--- src/rtl/dm_lsu_pkg.sv ---
// Shared encodings and helpers for the Data_mem load/store unit.
package dm_lsu_pkg;

    localparam logic [1:0] SIZE_B = 2'b00;
    localparam logic [1:0] SIZE_H = 2'b01;
    localparam logic [1:0] SIZE_W = 2'b10;

    typedef enum logic [1:0] {
        IDLE  = 2'b00,
        READ  = 2'b01,
        WRITE = 2'b10,
        RESP  = 2'b11
    } state_t;

    function automatic logic is_misaligned(input logic [1:0] size, input logic [1:0] lsb);
        case (size)
            SIZE_H:  return lsb[0];
            SIZE_W:  return (lsb != 2'b00);
            default: return 1'b0;
        endcase
    endfunction

endpackage

--- src/rtl/dm_lsu_lane.sv ---
// Byte-lane steering: merges store data into a memory word and extracts/extends load data.
module dm_lsu_lane
    import dm_lsu_pkg::*;
(
    input  logic [31:0] word,
    input  logic [31:0] wdata,
    input  logic [1:0]  size,
    input  logic [1:0]  lsb,
    input  logic        is_unsigned,
    output logic [31:0] merged,
    output logic [31:0] load_val
);

    logic [7:0]  byte_v;
    logic [15:0] half_v;
    logic        sign_fill;

    // Little-endian lanes: lsb selects the byte, lsb[1] selects the half.
    assign byte_v    = word[{lsb, 3'b000} +: 8];
    assign half_v    = word[{lsb[1], 4'b0000} +: 16];
    assign sign_fill = ~is_unsigned;

    // NOTE: every output gets a default at the top of always_comb so no path can infer a latch.
    always_comb begin
        merged   = word;
        load_val = word;
        case (size)
            SIZE_B: begin
                merged[{lsb, 3'b000} +: 8] = wdata[7:0];
                load_val = {{24{sign_fill & byte_v[7]}}, byte_v};
            end
            SIZE_H: begin
                merged[{lsb[1], 4'b0000} +: 16] = wdata[15:0];
                load_val = {{16{sign_fill & half_v[15]}}, half_v};
            end
            default: begin
                merged   = wdata;
                load_val = word;
            end
        endcase
    end

endmodule

--- src/rtl/dm_lsu.sv ---
// Load/store initiator for a word-wide Data_mem port; sub-word stores use read-modify-write.
module dm_lsu
    import dm_lsu_pkg::*;
#(
    parameter int DM_WORDS = 64,
    parameter int ADDR_W   = 32
) (
    input  logic              CLK,
    input  logic              RST_N,
    input  logic              req_valid,
    output logic              req_ready,
    input  logic              req_we,
    input  logic [1:0]        req_size,
    input  logic              req_unsigned,
    input  logic [ADDR_W-1:0] req_addr,
    input  logic [31:0]       req_wdata,
    output logic              rsp_valid,
    output logic [31:0]       rsp_rdata,
    output logic              rsp_err,
    output logic [ADDR_W-1:0] A,
    output logic [31:0]       WD,
    output logic              WE,
    input  logic [31:0]       RD
);

    localparam logic [ADDR_W-1:0] ADDR_LIMIT = ADDR_W'(DM_WORDS * 4);

    state_t            state, state_nxt;
    logic [ADDR_W-1:0] addr_q;
    logic [1:0]        size_q;
    logic              we_q;
    logic              uns_q;
    logic              err_q;
    logic [31:0]       wdata_q;
    logic [31:0]       word_q;
    logic [ADDR_W-1:0] a_q;
    logic              accept;
    logic              req_err;
    logic [31:0]       merged;
    logic [31:0]       load_val;

    assign accept  = req_valid && (state == IDLE);
    assign req_err = (req_size == 2'b11) || is_misaligned(req_size, req_addr[1:0])
                     || (req_addr >= ADDR_LIMIT);

    // NOTE: sequential state uses non-blocking assignments so every register samples pre-edge values.
    always_ff @(posedge CLK or negedge RST_N) begin
        if (!RST_N) begin
            state <= IDLE;
        end else begin
            state <= state_nxt;
        end
    end

    always_comb begin
        state_nxt = state;
        case (state)
            IDLE: begin
                if (accept) begin
                    if (req_err)                            state_nxt = RESP;
                    else if (req_we && req_size == SIZE_W)  state_nxt = WRITE;
                    else                                    state_nxt = READ;
                end
            end
            READ:    state_nxt = we_q ? WRITE : RESP;
            WRITE:   state_nxt = RESP;
            default: state_nxt = IDLE;
        endcase
    end

    // A only moves on an accepted, valid request so it holds its last value otherwise.
    always_ff @(posedge CLK or negedge RST_N) begin
        if (!RST_N) begin
            addr_q  <= '0;
            size_q  <= SIZE_B;
            we_q    <= 1'b0;
            uns_q   <= 1'b0;
            err_q   <= 1'b0;
            wdata_q <= '0;
            word_q  <= '0;
            a_q     <= '0;
        end else begin
            if (accept) begin
                addr_q  <= req_addr;
                size_q  <= req_size;
                we_q    <= req_we;
                uns_q   <= req_unsigned;
                err_q   <= req_err;
                wdata_q <= req_wdata;
                if (!req_err) begin
                    a_q <= {req_addr[ADDR_W-1:2], 2'b00};
                end
            end
            if (state == READ) begin
                word_q <= RD;
            end
        end
    end

    dm_lsu_lane u_lane (
        .word        (word_q),
        .wdata       (wdata_q),
        .size        (size_q),
        .lsb         (addr_q[1:0]),
        .is_unsigned (uns_q),
        .merged      (merged),
        .load_val    (load_val)
    );

    always_comb begin
        req_ready = 1'b0;
        WE        = 1'b0;
        WD        = '0;
        rsp_valid = 1'b0;
        rsp_rdata = '0;
        rsp_err   = 1'b0;
        case (state)
            IDLE:  req_ready = 1'b1;
            WRITE: begin
                WE = 1'b1;
                WD = merged;
            end
            RESP: begin
                rsp_valid = 1'b1;
                rsp_err   = err_q;
                if (!err_q && !we_q) begin
                    rsp_rdata = load_val;
                end
            end
            default: ;
        endcase
    end

    assign A = a_q;

endmodule

--- config.mk ---
export PLATFORM = sky130hd
export DESIGN_NAME = dm_lsu
export DESIGN_NICKNAME = d
export VERILOG_FILES = /design/src/rtl/dm_lsu_pkg.sv /design/src/rtl/dm_lsu_lane.sv /design/src/rtl/dm_lsu.sv
export SDC_FILE = /design/constraint.sdc
export NUM_CORES = 1
export LEC_CHECK = 0
export ABC_AREA = 0
export CAP_MARGIN = 20
export CORE_ASPECT_RATIO = 2
export CORE_UTILIZATION = 46
export CTS_BUF_LIST = sky130_fd_sc_hd__clkbuf_4 sky130_fd_sc_hd__clkbuf_8 sky130_fd_sc_hd__clkbuf_16
export DETAILED_ROUTE_END_ITERATION = 8
export GPL_ROUTABILITY_DRIVEN = 1
export GPL_TIMING_DRIVEN = 0
export PLACE_DENSITY_LB_ADDON = 0.15
export SYNTH_ARGS = -nofsm -noshare
export SYNTH_HDL_FRONTEND = slang
export SYNTH_SLANG_ARGS = --single-unit
--- constraint.sdc ---
create_clock -name CLK -period 3.2 [get_ports CLK]
set_input_delay 0.64 -clock CLK [delete_from_list [all_inputs] [get_ports CLK]]
set_output_delay 0.64 -clock CLK [all_outputs]
set_load 0.03 [all_outputs]
==> impl_metrics.toml <==
[worst_setup_path]
crit-reg2reg-launch = "state[1]"
cp.required_ns = 2.56
reg2reg_setup_slack_ns = 0.43
critical_path_arrival_ns = 2.51
cp-start-kind = "register"
rr_worst_depth = 8
r2r-end = "A[3]"
worstPathMaxFanout = 9
path_class = "register to output pin"
setup.worst_path.end_class = "output pin"

[power_and_ir_drop]
power_frac_seq_pct = 31.4
leakage_uw = 0.00383
clkPwrFrac_pct = 13.9
p_sw_share_pct = 45.9
pwr-share-comb_pct = 54.7
vdd_drop_max_v = 0.000608
powerDensity_nw_per_um2 = 981
p_int_uw = 4560
p_sw_uw = 3870

[floorplan]
io_pins = 203
fp-row-count = 58
initial_core_util_pct = 47.2
core_area_sq_um = 12600
die_area_sq_um = 13500
fp.dieW_microns = 82.5
die_h_microns = 163

[placed_design]
dp_cells = 901
preCtsSetupSlack_ns = -0.997
numPortBuffers = 200
hpwl_microns = 16200
gp_congestion = 0.927

[clocking]
clock_latency_ns = 0.35
cts_root_buf = "clkbuf_16"
cts.sinks = 103
cts_tree = "yes"
clk_pin_slew_ns = 0.08
h-tree-depth = 3
cts_made_buffers = 9
cts_max_path_buffers = 2

[route]
drt_first_iter_violations = 455
wire_per_inst_microns = 22.9
ant_nets = 0
dr.pass1.iters = 6
routed_wirelength_microns = 21200
drc = 0
vias_per_cell = 6.10
vias = 5654

[timing]
rsz0062_at_grt = "yes"
setup_violations = 0
clock_skew_ns = 0.00701
relSlewSlack_pct = 58.1
fin_crit_ns = 3.15
tightest_slew_ns = 0.628
layout_setup_ws_ns = 0.0509
fmax_mhz = 318
period_share_pct = 98.4
hold_viol_final = 0
slew_viol_final = 0

[synth]
synth_edf_count = 0
synth_area_sq_um = 5970
synthFlopType = "dfrtp_1"
synth_compound_area_share_pct = 18.8
synth_xor_area_share_pct = 0
synth_area_leader_cell = "dfrtp_1"
muxShareOfSynthArea_pct = 18.7
ys_seq_area_share_pct = 43.2
syn_avg_cell_area_sq_um = 10.9
yosys.area_share.adder_pct = 2.52
synth_cells = 549
ys_top_cells_by_area = "dfrtp_1, mux2_2, nor2b_1"
synth_top_family_by_area = "compound AO/OA/AOI/OAI gates"
ys_ff_latch = 103
synth_warnings = 0
yosysTopAreaCellShare_pct = 43.2
synthSimpleGateAreaFrac_pct = 12.1
synth_cell_type_count = 49
async_flop_share_pct = 100

[finish]
mostFrequentLayoutCells = "clkdlybuf4s50_1, dfrtp_1, mux2_2, nor2b_1, buf_4"
syn2layout_area_growth_pct = 44.0
stdcell_count = 927
final_common_cell = "clkdlybuf4s50_1"
final_nets = 887
drive_gt1_share_pct = 26.9
antenna_cells = 0

[global_routing]
gr-usage-met1_pct = 33.3
grt.busiest_layer = "met2"
grt_antenna_before_repair = 0
grt_pass1_vias = 5972
grt_usage_pct = 32.9
grt_pass1_wl_microns = 32000
grt_remaining_overflow = 0
use_met3_pct = 6.09
use_met2_pct = 57.7
grt_max_degree = 65

[min_path]
hold_path_class = "input port to async pin"

[flow_run]
max_cap_viol_count = 0

[outcome]
status = "complete, no violations"
[repair_timing]
item                                    in CTS  in global routing
endpoints found under the setup margin      64                 54
hold buffers                                 0                  0
pin swaps                                    1                  3
cloned                                       0                  1
gates resized for setup                    261                 88
buffers inserted                             6                  4
[logic make-up after synthesis]
family          Yosys count
fa+ha+maj                12
buf+inv                  65
flops                   103
other cells               1
compound gates          148
mux                      92
simple gates            128
[state kept, by name, summed over array words and instances, names as in the netlist]
name	cells
A	30
wdata_q	32
addr_q	2
we_q	1
err_q	1
size_q	2
uns_q	1
state	2
word_q	32
[worst max-delay path, stage by stage (launching register included)]
cell and delay (ns):
dfrtp_1 0.40, ha_4 0.18, or3b_4 0.40, buf_6 0.16, or3_4 0.34, a31oi_4 0.25
buf_12 0.16, a21o_1 0.09, buf_2 0.19
[cell usage after synthesis, types with 2 or more instances]
| cell | count |
|---|---|
| dfrtp_1 | 103 |
| mux2_2 | 67 |
| nor2b_1 | 51 |
| clkbuf_1 | 25 |
| nor2_1 | 25 |
| a21oi_1 | 23 |
| o21ai_0 | 21 |
| inv_1 | 18 |
| a221oi_1 | 17 |
| a22oi_1 | 17 |
| nand2_1 | 17 |
| a221o_1 | 16 |
| mux2i_1 | 16 |
| ha_1 | 12 |
| a21o_2 | 10 |
| buf_1 | 10 |
| a22o_1 | 9 |
| mux4_2 | 9 |
| nor3_1 | 9 |
| a21o_1 | 8 |
| a222oi_1 | 8 |
| o221ai_1 | 8 |
| o22ai_1 | 7 |
| buf_2 | 6 |
| nor4_1 | 5 |
| and2_1 | 3 |
| buf_4 | 2 |
| buf_6 | 2 |
| clkinv_1 | 2 |
| nand2b_1 | 2 |
| nor4bb_1 | 2 |
| or2_2 | 2 |
[how the worst max path moves through the flow]
stage | endpoint | slack (ns) | start | depth (start not counted)
2_1_floorplan | WD[16] | 0.006 | addr_q[0] | 9
3_3_place_gp | A[23] | -2.34 | RST_N | 1
3_5_place_dp | WD[3] | -1.0 | addr_q[0] | 8
4_1_cts | WD[8] | 0.006 | addr_q[0] | 9
5_1_grt | WD[24] | -0.03 | addr_q[1] | 10
6_report | rsp_rdata[16] | 0.05 | state[0] | 8
[routing by layer]
| metal | share of wire (%) | up-vias |
|---|---|---|
| met5 | 0 | - |
| met4 | 8.1 | 0 |
| met3 | 7.2 | 93 |
| met2 | 53 | 339 |
| met1 | 32 | 2730 |
| li1 | - | 2492 |
[final cells by class]
type / count / area (sq um)
flip-flops and latches: 103 / 2580
well taps: 150 / 188
plain buffers: 44 / 263
fillers: 1023 / 4040
multi-input cells: 382 / 3200
inverters: 20 / 88.8
repair buffers: 212 / 1960
clock buffers: 9 / 225
clock inverters: 7 / 86.3
[power by group through the flow]
stage                     registers, uW  clock network, uW  logic [uW]
after floorplan                    2170                  0        3130
after global placement             2610                  0        4270
after detailed placement           2620                  0        4370
after CTS                          2600               1190        4440
after global routing               2670               1230        4950
final                              2650               1170        4610
[stage by stage]
step                      util, %  TNS [ns]  power, uW  hold slack [ns]  area (sq um)
final                        68.0         0       8430            0.259          8590
after global routing         68.0   -0.0368       8850            0.307          8590
after detailed placement     64.8    -30.25       6990            0.489          8180
after global placement       64.6   -268.71       6880            0.482          8160
after floorplan                 -         0       5290            0.344          5970
after CTS                    67.3         0       8240            0.284          8490
Power figures use the tool's default switching activity.
